--- src/rtl/seq_chunk_encoder.sv ---
// Sequential chunked index encoder.
// Scans the concatenated word {e_input, g_input} one C-bit chunk per cycle and reports either
// the OR of all set-bit indices (MODE 0) or the highest set-bit index (MODE 1), plus a found
// flag. Latency is fixed at N scan cycles plus one done cycle, independent of the data.
module seq_chunk_encoder #(
  parameter int unsigned logS = 4,
  parameter int unsigned logC = 2,
  parameter int unsigned MODE = 0
) (
  input  logic                      clk,
  input  logic                      rst,
  input  logic                      start,
  input  logic [2**(logS-1)-1:0]    g_input,
  input  logic [2**(logS-1)-1:0]    e_input,
  output logic                      busy,
  output logic                      done,
  output logic [logS-1:0]           o,
  output logic                      found
);

  localparam int unsigned S   = 2**logS;
  localparam int unsigned C   = 2**logC;
  localparam int unsigned KW  = logS - logC;
  // Counter keeps at least one bit so the logic stays uniform; with KW = 0 it is pinned at zero
  // and its contribution to the index is shifted out entirely.
  localparam int unsigned KWE = (KW > 0) ? KW : 1;
  localparam int unsigned N   = 2**KW;

  typedef enum logic [1:0] {StIdle, StScan, StDone} state_e;

  state_e            state_q, state_d;
  logic [S-1:0]      data_q, data_d;
  logic [KWE-1:0]    k_q, k_d;
  logic [logS-1:0]   acc_o_q, acc_o_d;
  logic              acc_f_q, acc_f_d;
  logic [logS-1:0]   o_q, o_d;
  logic              found_q, found_d;

  logic [C-1:0]      chunk;
  logic              chunk_any;
  logic [logC-1:0]   local_idx;
  logic [logS-1:0]   idx;
  logic              last_chunk;

  // Select chunk k of the latched word.
  always_comb begin
    chunk = '0;
    for (int unsigned i = 0; i < N; i++) begin
      if (k_q == KWE'(i)) chunk = data_q[i*C +: C];
    end
  end

  assign chunk_any  = |chunk;
  assign last_chunk = (k_q == KWE'(N - 1));

  // Local chunk encoding: OR of set-bit positions, or highest set-bit position.
  always_comb begin
    local_idx = '0;
    for (int unsigned j = 0; j < C; j++) begin
      if (chunk[j]) begin
        if (MODE == 0) local_idx = local_idx | logC'(j);
        else           local_idx = logC'(j);
      end
    end
  end

  // Global index {k, local}; the shift drops the counter when there is only one chunk.
  assign idx = (logS'(k_q) << logC) | logS'(local_idx);

  // Next-state, accumulator and output-register updates.
  always_comb begin
    state_d = state_q;
    data_d  = data_q;
    k_d     = k_q;
    acc_o_d = acc_o_q;
    acc_f_d = acc_f_q;
    o_d     = o_q;
    found_d = found_q;
    unique case (state_q)
      StIdle: begin
        if (start) begin
          data_d  = {e_input, g_input};
          k_d     = '0;
          acc_o_d = '0;
          acc_f_d = 1'b0;
          state_d = StScan;
        end
      end
      StScan: begin
        acc_f_d = acc_f_q | chunk_any;
        if (chunk_any) begin
          if (MODE == 0) acc_o_d = acc_o_q | idx;
          else           acc_o_d = idx;
        end
        if (last_chunk) begin
          o_d     = acc_o_d;
          found_d = acc_f_d;
          state_d = StDone;
        end else begin
          k_d = k_q + KWE'(1);
        end
      end
      StDone: begin
        state_d = StIdle;
      end
      default: begin
        state_d = StIdle;
      end
    endcase
  end

  // State register with synchronous reset.
  always_ff @(posedge clk) begin
    if (rst) begin
      state_q <= StIdle;
      data_q  <= '0;
      k_q     <= '0;
      acc_o_q <= '0;
      acc_f_q <= 1'b0;
      o_q     <= '0;
      found_q <= 1'b0;
    end else begin
      state_q <= state_d;
      data_q  <= data_d;
      k_q     <= k_d;
      acc_o_q <= acc_o_d;
      acc_f_q <= acc_f_d;
      o_q     <= o_d;
      found_q <= found_d;
    end
  end

  assign busy  = (state_q == StScan);
  assign done  = (state_q == StDone);
  assign o     = o_q;
  assign found = found_q;

endmodule
--- config.mk ---
export PLATFORM = sky130hd
export DESIGN_NAME = seq_chunk_encoder
export DESIGN_NICKNAME = d
export VERILOG_FILES = /design/src/rtl/seq_chunk_encoder.sv
export SDC_FILE = /design/constraint.sdc
export NUM_CORES = 1
export LEC_CHECK = 0
export CAP_MARGIN = 20
export CORE_UTILIZATION = 30
export CTS_BUF_LIST = sky130_fd_sc_hd__clkbuf_8
export CTS_CLUSTER_SIZE = 16
export DETAILED_ROUTE_END_ITERATION = 10
export HOLD_SLACK_MARGIN = 0.03
export SYNTH_ARGS = -nofsm -noshare
export SYNTH_HDL_FRONTEND = slang
export SYNTH_SLANG_ARGS = --single-unit
--- constraint.sdc ---
create_clock -name clk -period 1.8 [get_ports clk]
set_input_delay 0.36 -clock clk [delete_from_list [all_inputs] [get_ports clk]]
set_output_delay 0.36 -clock clk [all_outputs]
set_load 0.05 [all_outputs]
==> impl_metrics.yaml, run 1 <==
route:
  drt-initial-drc-count: 44
  firstDrtPassIters: 4
  wirelength_um: 3060
  detail-route-antenna-nets: 0
  viasPerCell: 4.64
  vias: 1178
  wl_per_cell_um: 12.0
  drc: 0
clock_tree:
  root_buffer: "clkbuf_8"
  clock-sinks: 30
  clkTransAtPathRegs_ns: 0.06
  insertion_delay_ns: 0.28
  cts_tree: "built"
  htreeDepth: 2
  clockBufferDepth: 2
  cts_made_buffers: 5
die:
  rows: 23
  fp.dieH_um: 68.6
  dieArea_mm2: 0.00471
  start_util: 0.322
  die_x_um: 68.6
  core_mm2: 0.00414
  num_io_pins: 26
synthesis:
  synth_top_area_frac: 0.451
  syn_area_mm2: 0.00133
  synth_area_leaders: "dfxtp_1, nand2_1, a21oi_1"
  synth_top_family_by_area: "simple AND/OR/NAND/NOR gates"
  synth_cell_types: 28
  synth_compound_area_frac: 0.208
  synth_warnings: 0
  syn_inst: 161
  synth_mux_area_frac: 0
  synth_flop_cell: "dfxtp_1"
  synth-simple-area-share: 0.256
  synth_fa_ha_area_frac: 0.0376
  ys_seq_elements: 30
  async_flop_share: 0
  yosysSeqAreaShare: 0.451
  synth-xor-area-share: 0
  syn_avg_cell_area_um2: 8.28
  synth_edf_count: 0
  synth_top_area_cell: "dfxtp_1"
  synth_nets: 184
setup_path:
  crit_path_start_kind: "register"
  crit_arrival_ns: 1.89
  cp_max_fo: 7
  cp-end-kind: "register"
  crit_type: "register to register"
  worstPathRequired_ns: 1.96
place:
  dp_hpwl_um: 2150
  portBuffers: 25
  gp_congestion: 0.806
  pre_cts_slack_ns: -0.0652
timing:
  setup-tns-final_ns: 0
  rsz0062_at_grt: "yes"
  maxSlewHeadroom: 0.640
  period_minus_slack_ns: 1.72
  finalClockSkew_ns: 0.00167
  fin_ws_ns: 0.0752
  tightestPinTransition_ns: 0.539
  slew_violations: 0
  fin_crit_sh: 0.958
  hold_viol: 0
  fmax_mhz: 580
  setup_violations: 0
layout:
  antennaDiodeCount: 0
  final_layout_size_suffix_gt1_frac: 0.265
  fill_cells: 429
  final_common_cell: "nand2_1"
  nets: 226
  syn2layout_area_growth_pct: 47.1
  post-route-util: 0.473
  layout_common_cells: "nand2_1, dfxtp_1, buf_4, a21oi_1, clkdlybuf4s50_1"
global_route:
  grt_max_degree: 17
  grt_overflow: 0
  grt_use_total: 0.143
  grt_pass1_wl_um: 4810
  antenna_found_initial: 0
  first_global_vias: 1073
worst_hold_path:
  hold_path_class: "register to register"
pwr:
  ir_drop_v: 0.000359
  cellLeakagePower_nw: 0.742
  total_power_mw: 1.54
  power_density_mw_per_mm2: 785
outcome:
  status: "finished, final reports clean"
job:
  drv_cap: 0
final cells by class:
class                   instances  area [um2]  area share
repair buffers                 43         397       0.202
inverters                       6        25.0      0.0128
flip-flops and latches         30         608       0.310
well taps                      50        62.6      0.0319
multi-input cells             117         777       0.396
clock buffers                   6        82.6      0.0421
clock inverters                 2        8.76     0.00447
worst max-delay path, stage by stage, from the launching register on:
cell,delay (ns)
dfxtp_4,0.40
inv_4,0.05
ha_4,0.19
a211oi_4,0.27
a221oi_4,0.11
a2111oi_4,0.32
buf_4,0.19
o32ai_1,0.07
power by group:
part	switching, mW	leakage (nW)	internal, mW	total [mW]
Sequential	0.0256	0.246	0.694	0.719
Clock	0.237	0.0524	0.302	0.539
Combinational	0.134	0.443	0.146	0.280
Total	0.397	0.742	1.14	1.54
cell families after synthesis:
logic type	Yosys count
simple gates	75
compound gates	38
flops	30
buf+inv	14
fa+ha+maj	4
sequential cells by signal, summed over array words and instances (netlist names):
name     flops
acc_o_q      4
o            4
state_q      2
data_q      16
acc_f_q      1
found        1
k_q          2
worst paths after layout:
path / startpoint / end / slack (ns) / depth (start not counted)
worst min-delay path: acc_o_q[3] / acc_o_q[3] / 0.45 / 2
worst min register to register: acc_o_q[3] / acc_o_q[3] / 0.45 / 2
worst max-delay path: k_q[0] / o[3] / 0.08 / 7
worst max register to register: k_q[0] / o[3] / 0.08 / 7
repair_timing:
action	in CTS	in global routing
pin swaps	0	6
gates resized for setup	5	21
endpoints found under the setup margin	7	8
setup buffers	0	1
hold buffers	0	0
cells in the mapped netlist, drive strengths merged, types with 2 or more instances:
cell	count
dfxtp	30
clkbuf	4
nor2	16
a211oi	6
inv	6
o32ai	2
nand2	39
buf	4
a21oi	18
nor3b	6
nand3b	3
o21a	2
nor2b	2
nand3	2
o21ai	5
ha	4
a221oi	3
nor3	3
or3	2
per-layer routing:
| metal | global-route usage | part of all wire | vias up |
|---|---|---|---|
| met5 | 0 | 0 | - |
| met2 | 0.219 | 0.44 | 28 |
| met3 | 0.0461 | 0.046 | 7 |
| met4 | 0.0781 | 0.028 | 0 |
| met1 | 0.176 | 0.49 | 510 |
| li1 | - | - | 633 |
per-stage QoR:
step                      cells  instance area [um2]  hold WS, ns
after global routing        254                 1960        0.470
after global placement      246                 1750        0.436
final                       254                 1960        0.447
after CTS                   254                 1850        0.449
after detailed placement    246                 1750        0.441
after floorplan             161                 1330        0.426
No activity file was read; power rests on OpenSTA's default activity.
==> run 2: changes to the inputs <==
Settings changed: CELL_PAD_IN_SITES_DETAIL_PLACEMENT set to 0, CELL_PAD_IN_SITES_GLOBAL_PLACEMENT set to 1, PLACE_DENSITY_LB_ADDON set to 0.1.
==> impl_metrics.yaml, run 2 (synthesized netlist as in run 1, its figures left out) <==
clock_tree:
  root_buffer: "clkbuf_8"
  cts_tree: "built"
  clockBufferDepth: 2
  htreeDepth: 2
  cts_made_buffers: 5
  cts_hold_buf: 0
  clkTransAtPathRegs_ns: 0.06
  clock-sinks: 30
  insertion_delay_ns: 0.28
layout:
  multi_input_area_um2: 835
  register_area_um2: 608
  layout_common_cells: "nand2_1, dfxtp_1, buf_4, a21oi_1, clkdlybuf4s50_1"
  post-route-util: 0.492
  antennaDiodeCount: 0
  fill_cells: 398
  max_flop_register: "data_q"
  final_layout_size_suffix_gt1_frac: 0.286
  largest_register_ffs: 16
  nets: 228
  layout.cells.non_filler: 256
  syn2layout_area_growth_pct: 52.9
  final_common_cell: "nand2_1"
global_route:
  grt_pass1_wl_um: 5570
  grt_max_degree: 19
  antenna_found_initial: 0
  grt_overflow: 0
  first_global_vias: 1201
  grt_use_total: 0.167
timing:
  maxSlewHeadroom: 0.641
  rsz0062_at_grt: "yes"
  fmax_mhz: 561
  setup_violations: 0
  hold_viol: 0
  slew_violations: 0
  fin_ws_ns: 0.0177
  fin_crit_sh: 0.990
  tightestPinTransition_ns: 0.537
  finalClockSkew_ns: 0.00759
  period_minus_slack_ns: 1.78
pwr:
  cellLeakagePower_nw: 0.762
  power_density_mw_per_mm2: 768
  ir_drop_v: 0.000493
setup_path:
  cp-end-kind: "register"
  rr_worst_depth: 8
  crit_path_start_kind: "register"
  rrSetupSlack_ns: 0.02
  crit_type: "register to register"
  crit_arrival_ns: 1.94
  cp_max_fo: 7
  reg2reg_from: "k_q[1]"
  worstPathRequired_ns: 1.95
  reg2reg_to: "o[2]"
place:
  pre_cts_slack_ns: -0.194
  portBuffers: 25
  dp_hpwl_um: 2440
  gp_congestion: 0.756
  dp_cells: 242
worst_hold_path:
  min_to: "acc_o_q[3]"
  hold_start: "acc_o_q[3]"
  hold_depth: 2
  hold_path_class: "register to register"
die:
  core_mm2: 0.00414
  num_io_pins: 26
  rows: 23
  fp.dieH_um: 68.6
  dieArea_mm2: 0.00471
  die_x_um: 68.6
  start_util: 0.322
outcome:
  status: "finished, final reports clean"
route:
  viasPerCell: 4.83
  wirelength_um: 3410
  vias: 1237
  wl_per_cell_um: 13.3
  drc: 0
  wl_met1_um: 1570
  drt-initial-drc-count: 63
  detail-route-antenna-nets: 0
  firstDrtPassIters: 4
  wl_met2_um: 1650
  highest_layer: "met4"
  met3WireLength_um: 137
job:
  drv_cap: 0
## run 2: area by class of cell
cell class	instances	share of cell area
well taps	50	0.0307
multi-input cells	117	0.410
clock inverters	2	0.00430
repair buffers	45	0.204
flip-flops and latches	30	0.299
inverters	6	0.0123
clock buffers	6	0.0405
## run 2: critical path: stages, from the launching register on
cell       delay [ns]
dfxtp_4          0.39
inv_4            0.05
ha_4             0.19
buf_6            0.12
a211oi_4         0.24
a221oi_4         0.11
a2111oi_4        0.27
buf_4            0.20
o32ai_2          0.08
## run 2: metrics by stage
stage | hold WS (ns) | setup TNS, ns | power, mW | area, um2
2_1_floorplan | 0.426 | 0 | 0.868 | 1330
3_3_place_gp | 0.435 | -0.521 | 0.971 | 1720
3_5_place_dp | 0.446 | -1.17 | 0.976 | 1720
4_1_cts | 0.455 | -0.00964 | 1.56 | 1940
5_1_grt | 0.482 | -0.386 | 1.64 | 2040
6_report | 0.454 | 0 | 1.56 | 2040
## run 2: how the worst max path moves through the flow
stage | from | end | slack (ns) | depth (start not counted)
5_1_grt | k_q[1] | o[2] | -0.07 | 8
4_1_cts | k_q[0] | o[3] | -0.01 | 7
3_5_place_dp | k_q[0] | o[3] | -0.19 | 6
3_3_place_gp | k_q[0] | found | -0.09 | 6
2_1_floorplan | k_q[0] | found | 0.01 | 6
6_report | k_q[1] | o[2] | 0.02 | 8
## run 2: where the power goes
part,total [mW],leakage [nW],internal (mW),switching (mW)
clock network,0.544,0.0524,0.302,0.242
registers,0.720,0.246,0.694,0.0263
logic,0.301,0.463,0.157,0.145
## run 2: metal layers
layer / vias up / GRT usage
li1: 636 / -
met1: 569 / 0.202
met2: 25 / 0.277
met3: 7 / 0.0444
met4: 0 / 0.0703
met5: - / 0
## run 2: what timing repair did
action | CTS | global route
endpoints found under the setup margin | 9 | 11
setup buffers | 3 | 5
pin swaps | 3 | 11
gates resized for setup | 21 | 13
==> run 3: changes to the inputs <==
Clock period 1.8 ns to 1.7 ns, I/O delays scaled along.
==> impl_metrics.yaml, run 3 (synthesized netlist as in run 1, its figures left out) <==
clock_tree:
  clockBufferDepth: 2
  cts_made_buffers: 5
  clkTransAtPathRegs_ns: 0.06
  htreeDepth: 2
  root_buffer: "clkbuf_8"
  cts_tree: "built"
  clock-sinks: 30
  insertion_delay_ns: 0.28
layout:
  final_common_cell: "nand2_1"
  largest_register_ffs: 16
  nets: 228
  antennaDiodeCount: 0
  final_layout_size_suffix_gt1_frac: 0.278
  layout_common_cells: "nand2_1, dfxtp_1, buf_4, a21oi_1, clkdlybuf4s50_1"
  max_flop_register: "data_q"
  syn2layout_area_growth_pct: 53.9
  final_area_mm2: 0.00205
  post-route-util: 0.495
place:
  gp_congestion: 0.781
  placedInstanceArea_mm2: 0.00174
  pre_cts_slack_ns: -0.165
  dp_hpwl_um: 2400
  portBuffers: 25
timing:
  setup_violations: 5
  fin_ws_ns: -0.0344
  fin_crit_sh: 1.02
  hold_viol: 0
  maxSlewHeadroom: 0.663
  rsz0062_at_grt: "yes"
  tightestPinTransition_ns: 0.503
  period_minus_slack_ns: 1.73
  fmax_mhz: 577
  slew_violations: 0
  finalClockSkew_ns: 0.00417
setup_path:
  cp_max_fo: 8
  crit_arrival_ns: 1.90
  crit_path_start_kind: "register"
  crit_type: "register to register"
  cp-end-kind: "register"
  worstPathRequired_ns: 1.86
die:
  die_x_um: 68.6
  dieArea_mm2: 0.00471
  num_io_pins: 26
  core_mm2: 0.00414
  start_util: 0.322
  rows: 23
  fp.dieH_um: 68.6
global_route:
  grtUsageMet2: 0.270
  grt_overflow: 0
  grt_use_total: 0.165
  use_met3: 0.0395
  grt_pass1_wl_um: 5580
  use_met1: 0.209
  grt_busiest_layer: "met2"
  first_global_vias: 1201
  antenna_found_initial: 0
  grt_max_degree: 19
pwr:
  p_clk_frac: 0.322
  p_seq_frac: 0.475
  comb_power_share: 0.203
  power_density_mw_per_mm2: 785
  swShare: 0.270
  ir_drop_v: 0.000383
  internal_power_mw: 1.18
  p_sw_uw: 434
  cellLeakagePower_nw: 0.761
route:
  wirelength_um: 3420
  detail-route-antenna-nets: 0
  viasPerCell: 4.81
  drc: 0
  wl_per_cell_um: 13.4
  firstDrtPassIters: 4
  drt-initial-drc-count: 42
  vias: 1227
outcome:
  violations: "setup timing"
  status: "complete, but fails checks"
worst_hold_path:
  hold_path_class: "register to register"
job:
  drv_cap: 0
==> run 3: cell type report <==
type                            instances  area [um2]
Clock inverter                          2        7.51
Timing Repair Buffer                   45         437
Tap cell                               50        62.6
Fill cell                             417        2090
Sequential cell                        30         608
Clock buffer                            5        68.8
Inverter                                6        27.5
Multi-Input combinational cell        117         840
==> run 3: path summary, 6_finish.rpt <==
check	from	endpoint	slack (ns)	cells past startpoint
setup / recovery	k_q[0]	acc_o_q[3]	-0.03	7
setup reg to reg	k_q[0]	acc_o_q[3]	-0.03	7
hold / removal	acc_o_q[2]	acc_o_q[2]	0.46	2
hold reg to reg	acc_o_q[2]	acc_o_q[2]	0.46	2
==> run 3: power by group through the flow <==
stage | registers (mW) | clock network, mW | logic [mW]
CTS | 0.764 | 0.533 | 0.315
floorplan | 0.767 | 0 | 0.155
detailed placement | 0.774 | 0 | 0.261
finish | 0.764 | 0.519 | 0.327
global route | 0.769 | 0.573 | 0.355
global placement | 0.773 | 0 | 0.254
==> run 3: worst max-delay path, stage by stage, from the launching register on <==
cell,delay (ns)
dfxtp_4,0.40
inv_4,0.06
ha_4,0.21
a211oi_4,0.25
a221oi_4,0.12
a2111oi_4,0.34
buf_6,0.18
o21ai_1,0.08
==> run 3: what timing repair did <==
item | CTS | global route
setup buffers | 7 | 0
resized for setup | 24 | 6
cloned | 0 | 0
endpoints found under the setup margin | 9 | 9
pin swaps | 5 | 10
hold buffers | 0 | 0
==> run 3: layer usage <==
layer | share of wire | up-vias
met3 | 0.030 | 5
li1 | - | 631
met1 | 0.49 | 575
met4 | 0.011 | 0
met2 | 0.47 | 16
met5 | 0 | -
==> run 3: stage by stage <==
step                      cells  power, mW  hold WS, ns  setup TNS [ns]
after detailed placement    242       1.04        0.438           -1.09
after CTS                   255       1.61        0.446         -0.0129
after global placement      242       1.03        0.435          -0.728
final                       255       1.61        0.456          -0.137
after global routing        255       1.70        0.470          -0.749
after floorplan             161      0.922        0.426               0
